File: src/rtl/lvds_iq_deframer.sv
// I/Q DDR receive deframer: rebuilds sync-delimited I/Q frames from a dibit stream,
// gates FIFO pushes behind a good-frame lock, and counts sync errors and FIFO-full drops.
module lvds_iq_deframer #(
  parameter int          DATA_W     = 13,
  parameter logic [1:0]  I_SYNC     = 2'b10,
  parameter logic [1:0]  Q_SYNC     = 2'b01,
  parameter int          LOCK_COUNT = 4,
  parameter int          CTRL_MODE  = 0,
  parameter int          CNT_W      = 16,
  localparam int         HALF_W     = DATA_W + 3,
  localparam int         FRAME_W    = 2 * HALF_W,
  localparam int         HALF_D     = HALF_W / 2
) (
  input  logic               i_ddr_clk,
  input  logic               i_rst,
  input  logic [1:0]         i_ddr_data,
  input  logic               i_sync_input,
  input  logic               i_fifo_full,
  input  logic               i_clear_counters,
  output logic               o_fifo_write_clk,
  output logic               o_fifo_push,
  output logic [FRAME_W-1:0] o_fifo_data,
  output logic               o_locked,
  output logic [CNT_W-1:0]   o_sync_err_count,
  output logic [CNT_W-1:0]   o_drop_count,
  output logic [1:0]         o_debug_state
);

  localparam int             KW            = $clog2(2 * HALF_D);
  localparam logic [KW-1:0]  K_QSYNC       = KW'(HALF_D);
  localparam logic [KW-1:0]  K_LAST        = KW'(2 * HALF_D - 1);
  localparam int             GW            = (LOCK_COUNT < 1) ? 1 : $clog2(LOCK_COUNT + 1);
  localparam logic [GW-1:0]  GOOD_MAX      = GW'(LOCK_COUNT);
  localparam logic [CNT_W-1:0] CNT_MAX     = '1;
  localparam logic           ALWAYS_LOCKED = (LOCK_COUNT == 0);

  typedef enum logic [1:0] {
    HUNT   = 2'b00,
    I_HALF = 2'b01,
    Q_HALF = 2'b11
  } state_t;

  state_t             state_q, state_d;
  logic [KW-1:0]      k_q, k_d;
  logic [FRAME_W-3:0] asm_q, asm_d;
  logic               cap_q, cap_d;
  logic [GW-1:0]      good_q, good_d;
  logic               locked_q, locked_d;
  logic               push_q, push_d;
  logic [FRAME_W-1:0] data_q, data_d;
  logic [CNT_W-1:0]   err_q, err_d;
  logic [CNT_W-1:0]   drop_q, drop_d;

  logic [FRAME_W-1:0] shifted;
  logic [FRAME_W-1:0] frame;
  logic [GW-1:0]      good_inc;
  logic               err_inc, drop_inc, lose_lock, complete, lock_now;

  always_comb begin
    state_d   = state_q;
    k_d       = k_q;
    asm_d     = asm_q;
    cap_d     = cap_q;
    good_d    = good_q;
    locked_d  = locked_q | ALWAYS_LOCKED;
    push_d    = 1'b0;
    data_d    = data_q;
    err_inc   = 1'b0;
    drop_inc  = 1'b0;
    lose_lock = 1'b0;
    complete  = 1'b0;
    lock_now  = 1'b0;
    good_inc  = good_q;
    frame     = '0;
    shifted   = {asm_q, i_ddr_data};

    case (state_q)
      HUNT: begin
        if (i_ddr_data == I_SYNC) begin
          asm_d   = shifted[FRAME_W-3:0];
          k_d     = KW'(1);
          cap_d   = i_sync_input;
          state_d = I_HALF;
        end else if (locked_q) begin
          err_inc   = 1'b1;
          lose_lock = 1'b1;
        end
      end
      I_HALF: begin
        if (k_q == K_QSYNC) begin
          if (i_ddr_data == Q_SYNC) begin
            asm_d   = shifted[FRAME_W-3:0];
            k_d     = k_q + KW'(1);
            state_d = Q_HALF;
          end else begin
            // The bad symbol is consumed here, never retried as an I_SYNC candidate.
            err_inc   = 1'b1;
            lose_lock = 1'b1;
            k_d       = '0;
            state_d   = HUNT;
          end
        end else begin
          asm_d = shifted[FRAME_W-3:0];
          k_d   = k_q + KW'(1);
        end
      end
      Q_HALF: begin
        asm_d = shifted[FRAME_W-3:0];
        if (k_q == K_LAST) begin
          complete = 1'b1;
          k_d      = '0;
          state_d  = HUNT;
        end else begin
          k_d = k_q + KW'(1);
        end
      end
      default: begin
        k_d     = '0;
        state_d = HUNT;
      end
    endcase

    if (lose_lock) begin
      good_d   = '0;
      locked_d = ALWAYS_LOCKED;
    end

    if (complete) begin
      frame = shifted;
      if (CTRL_MODE == 1) frame[0] = cap_q;
      good_inc = (good_q == GOOD_MAX) ? good_q : good_q + GW'(1);
      good_d   = good_inc;
      // The frame that reaches the threshold is itself treated as locked.
      lock_now = locked_q | ALWAYS_LOCKED | (good_inc == GOOD_MAX);
      locked_d = lock_now;
      if (lock_now) begin
        if (!i_fifo_full) begin
          push_d = 1'b1;
          data_d = frame;
        end else begin
          drop_inc = 1'b1;
        end
      end
    end

    if (i_clear_counters)                     err_d = '0;
    else if (err_inc && (err_q != CNT_MAX))   err_d = err_q + CNT_W'(1);
    else                                      err_d = err_q;

    if (i_clear_counters)                     drop_d = '0;
    else if (drop_inc && (drop_q != CNT_MAX)) drop_d = drop_q + CNT_W'(1);
    else                                      drop_d = drop_q;
  end

  always_ff @(posedge i_ddr_clk or posedge i_rst) begin
    if (i_rst) begin
      state_q  <= HUNT;
      k_q      <= '0;
      asm_q    <= '0;
      cap_q    <= 1'b0;
      good_q   <= '0;
      locked_q <= 1'b0;
      push_q   <= 1'b0;
      data_q   <= '0;
      err_q    <= '0;
      drop_q   <= '0;
    end else begin
      state_q  <= state_d;
      k_q      <= k_d;
      asm_q    <= asm_d;
      cap_q    <= cap_d;
      good_q   <= good_d;
      locked_q <= locked_d;
      push_q   <= push_d;
      data_q   <= data_d;
      err_q    <= err_d;
      drop_q   <= drop_d;
    end
  end

  assign o_fifo_write_clk = i_ddr_clk;
  assign o_fifo_push      = push_q;
  assign o_fifo_data      = data_q;
  assign o_locked         = locked_q;
  assign o_sync_err_count = err_q;
  assign o_drop_count     = drop_q;
  assign o_debug_state    = state_q;

endmodule

File: config.mk
export PLATFORM = sky130hd
export DESIGN_NAME = lvds_iq_deframer
export DESIGN_NICKNAME = d
export VERILOG_FILES = /design/src/rtl/lvds_iq_deframer.sv
export SDC_FILE = /design/constraint.sdc
export NUM_CORES = 1
export LEC_CHECK = 0
export CAP_MARGIN = 40
export CELL_PAD_IN_SITES_DETAIL_PLACEMENT = 1
export CELL_PAD_IN_SITES_GLOBAL_PLACEMENT = 1
export CORE_MARGIN = 2
export CORE_UTILIZATION = 40
export DETAILED_ROUTE_END_ITERATION = 6
export PLACE_DENSITY_LB_ADDON = 0.1
export SETUP_SLACK_MARGIN = 0.3
export SLEW_MARGIN = 20
export SYNTH_ARGS = -nofsm -noshare
export SYNTH_HDL_FRONTEND = slang
export SYNTH_SLANG_ARGS = --single-unit
File: constraint.sdc
create_clock -name i_ddr_clk -period 4.7 [get_ports i_ddr_clk]
set_input_delay 1.41 -clock i_ddr_clk [delete_from_list [all_inputs] [get_ports i_ddr_clk]]
set_output_delay 1.41 -clock i_ddr_clk [all_outputs]
set_load 0.005 [all_outputs]
Yosys cells after proc, flatten, opt, wreduce, memory -nomap -nowiden
Cells that the tools add are included.
- input port bits: 7
- word-level logic and storage cells: 75
- register bits: 105
- bitwise gates (word level): 2
- $add $sub $neg: 4
- reductions and logical operators: 10
- multiplexer cells: 36
- equality and inequality tests: 14
- operator list (kind ; number):
    30-bit 2-to-1 mux ; 3
    30-bit one-hot mux with 3 select lines ; 1
    16-bit 2-to-1 mux ; 4
    16-bit by 1-bit adder with 16-bit output, second input constant ; 2
    16-bit inequality test, second input constant ; 2
    4-bit 2-to-1 mux ; 4
    1-bit 2-to-1 mux ; 14
    4-bit one-hot mux with 3 select lines ; 1
    3-bit 2-to-1 mux ; 3
    3-bit AND reduction ; 3
    4-bit equality test, second input constant ; 2
    2-bit 2-to-1 mux ; 4
    3-bit equality test, second input constant ; 2
    2-bit inequality test, second input constant ; 3
    2-bit one-hot mux with 3 select lines ; 1
    2-bit nonzero test ; 3
    4-bit by 1-bit adder with 4-bit output, second input constant ; 1
    2-bit by 1-bit equality test with 1-bit output, second input constant ; 2
    2-bit equality test, second input constant ; 2
    3-bit by 1-bit adder with 3-bit output, second input constant ; 1
    3-bit inequality test, second input constant ; 1
    3-bit nonzero test ; 1
    1-bit logical AND ; 2
    2-bit logical NOT ; 1
    3 further kinds ; 3

Depth between registers and ports, before layout
Gate-level depths: netlist of the first run.
- depth after elaboration: 9
- gate-level depth with buffers: 10

==> results.json, run 1 <==
{
  "wl_met2_mm": 5.00,
  "end_kind": "output pin",
  "yosys_warnings": 0,
  "synth_fp_nets": 408,
  "synthSimpleGateAreaFrac": 0.140,
  "seqCellArea_sq_um": 2630,
  "ys_async_sr_fraction": 1.00,
  "synth_top_flop_cell": "dfrtp_1",
  "synth_cells": 395,
  "gr-usage-all-layers": 0.175,
  "fill_cells": 1188,
  "wl_per_cell_microns": 16.8,
  "antenna_cells": 0,
  "synthToLayoutAreaGrowth_pct": 27.1,
  "start_kind": "clock port",
  "via_per_inst": 5.42,
  "cp.arrival_ns": 2.85,
  "synthAdderAreaFrac": 0.0158,
  "maxCapViolations": 0,
  "layout-drive-gt1-share": 0.200,
  "synth-compound-area-share": 0.0967,
  "drt_pass1_iterations": 6,
  "cts_setup_buffers": 0,
  "vias": 3355,
  "syn-mean-instance-area_sq_um": 12.1,
  "p_switching_mw": 0.735,
  "crit_family": "buffers and inverters",
  "synth-seq-area-share": 0.552,
  "routed.top_layer": "met4",
  "met3_length_microns": 338,
  "drtIter0Drc": 124,
  "grt_first_pass_wirelength_mm": 17.7,
  "overflow": 0,
  "ys_ff_latch": 105,
  "final_cell_mix": "dfrtp_1, clkdlybuf4s50_1, mux2_2",
  "pwr-share-seq": 0.459,
  "synth_xor_xnor_area_share": 0.0129,
  "hold_path_class": "flip-flop to flip-flop",
  "path_clk_slew_ns": 0.07,
  "crit_required_ns": 3.29,
  "drc_errors": 6,
  "power_frac_comb": 0.186,
  "cts_resized": 1,
  "peakVddDrop_mv": 0.286,
  "coreArea_sq_um": 11500,
  "synth_top_area_share": 0.552,
  "layout.nets": 484,
  "final_common_cell": "dfrtp_1",
  "hpwl_mm": 6.78,
  "place_congestion": 0.748,
  "status": "finished, violations left",
  "ys_types": 51,
  "max_stage_delay_ns": 0.25,
  "synth_top_cell_by_area": "dfrtp_1",
  "io_buffers": 74,
  "die_y_microns": 113,
  "finalWirelength_mm": 10.4,
  "io_pins": 76,
  "num_rows": 39,
  "crit_type": "clock port to output pin",
  "multi_input_area_sq_um": 1990,
  "leakagePower_nw": 2.56,
  "total_power_mw": 2.64,
  "critPathMaxFanout": 2,
  "hold_violations": 0,
  "synth_top_family_by_area": "multiplexers",
  "finalSetupTns_ns": 0,
  "final_max_slew_viol_count": 0,
  "synth_area_leaders": "dfrtp_1, mux2_2, a21oi_1",
  "start_util": 0.413,
  "setup_violations": 0,
  "failed_checks": "design-rule violations",
  "worstMarginPinSlew_ns": 0.706,
  "path_cells": "clkbuf_16 -> clkbuf_16 -> dlygate4sd2_1",
  "grt_pass1_vias": 3513,
  "p_sw_frac": 0.278,
  "finClkSkew_ns": 0.00666,
  "rsz0062_at_grt": "no",
  "grt_max_degree": 106,
  "ant_nets": 0,
  "dieWidth_microns": 113,
  "p_int_mw": 1.90,
  "synth-edff-count": 0,
  "met1Wirelength_mm": 4.85,
  "cpMostUsedCell": "clkbuf_16",
  "mappedNetlistArea_sq_um": 4760,
  "power.share.clock": 0.355,
  "muxShareOfSynthArea": 0.153,
  "clk_latency_ns": 0.46,
  "grt_antenna_before_repair": 0,
  "crit_slowest_cell": "dlygate4sd2_1",
  "die-area_sq_um": 12800,
  "ctsHoldBuffers": 0,
  "slew_headroom": 0.527,
  "cts_tree": "yes",
  "critical_path_buf_inv_count": 3,
  "p_per_area_nw_per_um2": 436
}
state kept, by name, summed over array words and instances, names as in the netlist:
name and cells:
asm_q 30, o_drop_count 16, good_q 3, o_fifo_data 32, k_q 4, o_fifo_push 1, o_debug_state 2, o_locked 1
o_sync_err_count 16
synth_stat cells (2+ instances only):
cell type and number:
a2111oi_1 2, a21o_1 2, a21oi_1 25, and3_1 5
and4_1 3, buf_2 4, buf_4 4, buf_6 2
clkbuf_1 7, dfrtp_1 105, ha_1 6, inv_1 11
mux2_1 2, mux2_2 61, mux2i_1 2, nand2_1 17
nand2b_1 2, nand3_1 22, nand4_1 7, nor2_1 14
nor2b_1 5, nor3_1 2, nor4_1 2, o21a_1 4
o21ai_0 18, o22ai_1 2, o31ai_1 7, or2_2 2
or3_1 17, or4_1 7, xnor2_1 5, xor2_1 2
worst paths after layout:
| check | startpoint | to | slack [ns] | cells after the start |
|---|---|---|---|---|
| max in group asynchronous | i_rst | o_fifo_data[22] | 2.85 | 3 |
| hold / removal | o_fifo_data[24] | o_fifo_data[24] | 0.49 | 1 |
| hold reg to reg | o_fifo_data[24] | o_fifo_data[24] | 0.49 | 1 |
| setup / recovery | i_ddr_clk | o_fifo_write_clk | 0.44 | 3 |
| setup reg to reg | good_q[0] | o_fifo_data[16] | 1.90 | 8 |
| min in group asynchronous | i_rst | o_fifo_data[3] | 1.44 | 3 |
per-layer routing:
layer,vias to the layer above,track usage
li1,1593,-
met1,1689,0.237
met2,57,0.276
met3,16,0.0364
met4,0,0.0732
met5,-,0
through the flow:
stage	worst slack (ns)	hold WS [ns]	cell area, sq um	utilization	cells
global placement	0.526	0.468	5620	0.488	598
detailed placement	0.526	0.476	5650	0.490	599
global route	0.424	0.512	6050	0.525	619
floorplan	0.529	0.474	4760	-	395
finish	0.440	0.488	6050	0.525	619
CTS	0.432	0.493	6040	0.524	618
cell type report:
type,instances,area share
clock buffer,14,0.0534
timing repair buffer,78,0.133
multi-input combinational,262,0.329
clock inverter,6,0.0130
inverter,11,0.00724
sequential,105,0.434
tap,143,0.0296
logic make-up after synthesis:
group                    Yosys count
AO/OA/AOI/OAI                     70
XOR/XNOR                           7
adder cells (fa/ha/maj)            6
buffers and inverters             28
flip-flops                       105
multiplexers                      65
AND/OR/NAND/NOR                  114
power by group through the flow:
stage	clock network, mW	logic, mW	registers, mW
after detailed placement	0.0179	0.495	1.23
final	0.937	0.490	1.21
after floorplan	0.0138	0.408	1.17
after global routing	1.00	0.545	1.24
after CTS	0.969	0.498	1.21
after global placement	0.0179	0.466	1.22
(Power assumes the default switching activity.)
==> run 2, diff against run 1 <==
- CORE_ASPECT_RATIO: default -> 1.1
- CTS_CLUSTER_DIAMETER: default -> 80
- TNS_END_PERCENT: default -> 10
==> results.json, run 2 (synthesis gave the netlist of run 1 again) <==
{
  "status": "completed",
  "final_cell_mix": "dfrtp_1, clkdlybuf4s50_1, mux2_2",
  "layout-drive-gt1-share": 0.201,
  "gr-usage-all-layers": 0.177,
  "start_util": 0.412,
  "p_per_area_nw_per_um2": 438,
  "min_path_cells": 1,
  "clk_latency_ns": 0.46,
  "io_pins": 76,
  "final_core_util": 0.525,
  "hpwl_mm": 6.96,
  "r2r_cells": 8,
  "drc_errors": 0,
  "p_sw_frac": 0.270,
  "maxCapViolations": 0,
  "antenna_cells": 0,
  "coreArea_sq_um": 11500,
  "grt_pass1_vias": 3633,
  "ant_nets": 0,
  "drtIter0Drc": 93,
  "end_kind": "output pin",
  "grt_max_degree": 45,
  "cp.arrival_ns": 2.85,
  "hold_start": "o_fifo_data[24]",
  "fill_cells": 1236,
  "finalWirelength_mm": 10.2,
  "path_clk_slew_ns": 0.07,
  "wl_per_cell_microns": 16.3,
  "hold_slack_ns": 0.485,
  "timing.rr.start": "good_q[0]",
  "drt_pass1_iterations": 4,
  "place_congestion": 0.776,
  "dieWidth_microns": 108,
  "peakVddDrop_mv": 0.218,
  "critPathMaxFanout": 2,
  "finalSetupTns_ns": 0,
  "grt_first_pass_wirelength_mm": 17.9,
  "synthToLayoutAreaGrowth_pct": 27.3,
  "rsz0062_at_grt": "no",
  "power.share.clock": 0.363,
  "start_kind": "clock port",
  "die_y_microns": 118,
  "hold_violations": 0,
  "num_rows": 41,
  "final_max_slew_viol_count": 0,
  "finClkSkew_ns": 0.00626,
  "die-area_sq_um": 12800,
  "setup_violations": 0,
  "cts_tree": "yes",
  "power_frac_comb": 0.183,
  "via_per_inst": 5.49,
  "layout.nets": 486,
  "timing.rr.end": "o_fifo_data[18]",
  "r2r_slack_ns": 1.86,
  "grt_antenna_before_repair": 0,
  "io_buffers": 74,
  "final_common_cell": "dfrtp_1",
  "leakagePower_nw": 2.57,
  "crit_required_ns": 3.29,
  "slew_headroom": 0.498,
  "hold_end": "o_fifo_data[24]",
  "pwr-share-seq": 0.454,
  "p_switching_mw": 0.718,
  "hold_path_class": "flip-flop to flip-flop",
  "vias": 3449,
  "worstMarginPinSlew_ns": 0.751,
  "p_int_mw": 1.94,
  "crit_type": "clock port to output pin",
  "largest_register_ffs": 32,
  "overflow": 0
}
run 2: changes by cell type in the layout (fill, tap and decap cells not counted):
| cell | before | now |
|---|---|---|
| buf_4 | 2 | 5 |
| inv_6 | 3 | 2 |
| clkbuf_1 | 0 | 1 |
| clkbuf_8 | 1 | 0 |
| bufinv_16 | 1 | 2 |
| buf_16 | 1 | 0 |
| inv_8 | 2 | 1 |
| clkinv_4 | 0 | 1 |
run 2: power by group through the flow:
| stage | clock [mW] | combinational [mW] | sequential (mW) |
|---|---|---|---|
| global route | 1.03 | 0.544 | 1.24 |
| global placement | 0.0179 | 0.464 | 1.21 |
| floorplan | 0.0138 | 0.408 | 1.17 |
| CTS | 0.992 | 0.495 | 1.21 |
| finish | 0.964 | 0.485 | 1.21 |
| detailed placement | 0.0179 | 0.486 | 1.22 |
run 2: worst max-delay path by stage:
stage,startpoint,slack (ns),depth (start not counted),end
after floorplan,i_rst,0.53,1,asm_q[0]
after global placement,i_ddr_clk,0.53,1,o_fifo_write_clk
after detailed placement,i_ddr_clk,0.53,1,o_fifo_write_clk
after CTS,i_ddr_clk,0.43,3,o_fifo_write_clk
after global routing,i_ddr_clk,0.42,3,o_fifo_write_clk
final,i_ddr_clk,0.44,3,o_fifo_write_clk
run 2: cell type report:
class | instances | area (sq um) | area share
flip-flops and latches | 105 | 2630 | 0.433
clock buffers | 14 | 313 | 0.0516
repair buffers | 80 | 800 | 0.132
inverters | 11 | 43.8 | 0.00722
well taps | 150 | 188 | 0.0310
clock inverters | 6 | 97.6 | 0.0161
multi-input cells | 262 | 1990 | 0.329
run 2: routing by layer:
metal / global-route usage / up-vias / wire length (microns)
li1: - / 1614 / -
met3: 0.0303 / 18 / 289
met5: 0 / - / 0
met1: 0.228 / 1761 / 4640
met2: 0.284 / 56 / 5060
met4: 0.0913 / 0 / 251
run 2: through the flow:
| step | instances | setup slack [ns] | cell area (sq um) | power (mW) |
|---|---|---|---|---|
| 6_report | 628 | 0.437 | 6060 | 2.66 |
| 5_1_grt | 628 | 0.422 | 6060 | 2.81 |
| 4_1_cts | 627 | 0.430 | 6050 | 2.70 |
| 3_5_place_dp | 608 | 0.526 | 5650 | 1.73 |
| 3_3_place_gp | 607 | 0.526 | 5630 | 1.70 |
| 2_1_floorplan | 395 | 0.529 | 4760 | 1.59 |
run 2: worst max-delay path, stage by stage:
cell and delay, ns:
clkbuf_16 0.12, clkbuf_16 0.13, dlygate4sd2_1 0.25
run 2: what timing repair did:
item | CTS | global route
gates resized for setup | 1 | 0
buffers inserted | 0 | 0
hold buffers | 0 | 0
endpoints found under the setup margin | 1 | 0
==> run 3, diff against run 2 <==
- ABC_AREA: default -> 1
==> results.json, run 3 <==
{
  "status": "completed",
  "syn-mean-instance-area_sq_um": 8.14,
  "final_cell_mix": "nand2_1, dfrtp_1, clkdlybuf4s50_1",
  "crit_required_ns": 3.29,
  "grt_first_pass_wirelength_mm": 21.3,
  "fin_ws_ns": 0.444,
  "ys_types": 33,
  "largest_register_ffs": 32,
  "maxCapViolations": 0,
  "final_max_slew_viol_count": 0,
  "synth_fp_nets": 628,
  "crit_type": "clock port to output pin",
  "finalWirelength_mm": 12.3,
  "layout-drive-gt1-share": 0.0622,
  "hold_violations": 0,
  "mappedNetlistArea_sq_um": 5000,
  "yosys_warnings": 0,
  "antenna_cells": 0,
  "grt_max_degree": 61,
  "layout.nets": 699,
  "path_clk_slew_ns": 0.08,
  "timing.rr.start": "good_q[0]",
  "overflow": 0,
  "yosysMostFrequentCell": "nand2_1",
  "peakVddDrop_mv": 0.172,
  "synth_top_cell_by_area": "dfrtp_1",
  "path_cells": "clkbuf_16 -> clkbuf_16 -> dlygate4sd2_1",
  "critPathLaunch": "i_ddr_clk",
  "coreArea_sq_um": 12100,
  "finClkSkew_ns": 0.0117,
  "synth-seq-area-share": 0.525,
  "multi_input_area_sq_um": 1990,
  "finalSetupTns_ns": 0,
  "synthToLayoutAreaGrowth_pct": 24.9,
  "ctsHoldBuffers": 0,
  "hpwl_mm": 8.48,
  "start_kind": "clock port",
  "via_per_inst": 5.03,
  "cpMostUsedCell": "clkbuf_16",
  "ys_async_sr_fraction": 1.00,
  "seqCellArea_sq_um": 2630,
  "io_buffers": 74,
  "final_core_util": 0.515,
  "synth_area_leaders": "dfrtp_1, nand2_1, o21ai_0",
  "pre_cts_ws_ns": 0.526,
  "drtIter0Drc": 145,
  "grt_antenna_before_repair": 0,
  "critical_path_buf_inv_count": 3,
  "hold_start": "asm_q[29]",
  "die-area_sq_um": 13400,
  "crit_family": "buffers and inverters",
  "synthTopCellsByCount": "nand2_1, dfrtp_1, inv_1",
  "cp.arrival_ns": 2.85,
  "crit_slowest_cell": "dlygate4sd2_1",
  "ant_nets": 0,
  "final_common_cell": "nand2_1",
  "synth_top_flop_cell": "dfrtp_1",
  "max_stage_delay_ns": 0.25,
  "hold_path_class": "flip-flop to flip-flop",
  "drc_errors": 0,
  "critPathMaxFanout": 2,
  "leakagePower_nw": 2.79,
  "num_rows": 42,
  "io_pins": 76,
  "p_per_area_nw_per_um2": 414,
  "clk_latency_ns": 0.46,
  "wl_per_cell_microns": 14.5,
  "place_congestion": 0.837,
  "synth-edff-count": 0,
  "die_y_microns": 121,
  "start_util": 0.412,
  "rsz0062_at_grt": "no",
  "ys_ff_latch": 105,
  "fill_cells": 1500,
  "setup_violations": 0,
  "end_kind": "output pin",
  "synth_top_area_share": 0.525,
  "cts_tree": "yes",
  "dieWidth_microns": 111,
  "vias": 4252,
  "grt_pass1_vias": 4556,
  "drt_pass1_iterations": 4,
  "synth_cells": 615,
  "slew_headroom": 0.555,
  "gr-usage-all-layers": 0.192,
  "worstMarginPinSlew_ns": 0.665
}
run 3: timing repair:
action	CTS	global route
setup endpoints to repair	1	0
resized for setup	1	0
buffers inserted	0	0
run 3: layout make-up:
cell class | instances | share of cell area
clock buffer | 13 | 0.0494
clock inverter | 7 | 0.0130
inverter | 72 | 0.0436
multi-input combinational | 416 | 0.318
sequential | 105 | 0.420
tap | 154 | 0.0308
timing repair buffer | 78 | 0.125
run 3: worst paths after layout:
path / to / slack (ns) / depth (start not counted)
max: o_fifo_write_clk / 0.44 / 3
min: o_fifo_data[31] / 0.48 / 2
max reg2reg: o_fifo_data[6] / 2.37 / 9
min reg2reg: o_fifo_data[31] / 0.48 / 2
max in group asynchronous: o_fifo_data[28] / 2.58 / 3
min in group asynchronous: o_sync_err_count[9] / 1.39 / 2
run 3: cell families after synthesis:
logic type / synth area share
xor+xnor: 0.0228
compound gates: 0.100
simple gates: 0.259
flops: 0.525
fa+ha+maj: 0.0150
buf+inv: 0.0782
run 3: tightest hold or removal path: stages (launching register included):
cell and delay [ns]:
dfrtp_1 0.35, nand2_1 0.06, nand2_1 0.05
run 3: metal layers:
metal / share of wire / routed length (microns) / up-vias / GRT usage
met5: 0 / 0 / - / 0
li1: - / - / 2100 / -
met2: 0.49 / 6060 / 57 / 0.331
met1: 0.47 / 5750 / 2084 / 0.244
met4: 0.013 / 155 / 0 / 0.0703
met3: 0.024 / 295 / 11 / 0.0305
run 3: power breakdown:
group / total (mW) / switching [mW] / internal, mW
Combinational: 0.519 / 0.341 / 0.177
Clock: 0.898 / 0.400 / 0.498
Sequential: 1.17 / 0.108 / 1.06
Total: 2.59 / 0.850 / 1.74
run 3: through the flow:
step	area (sq um)	hold slack [ns]	instances	total power, mW
floorplan	5000	0.442	615	1.55
global placement	5870	0.456	826	1.69
detailed placement	5870	0.468	826	1.72
CTS	6250	0.489	845	2.62
global route	6250	0.521	845	2.77
finish	6250	0.483	845	2.59
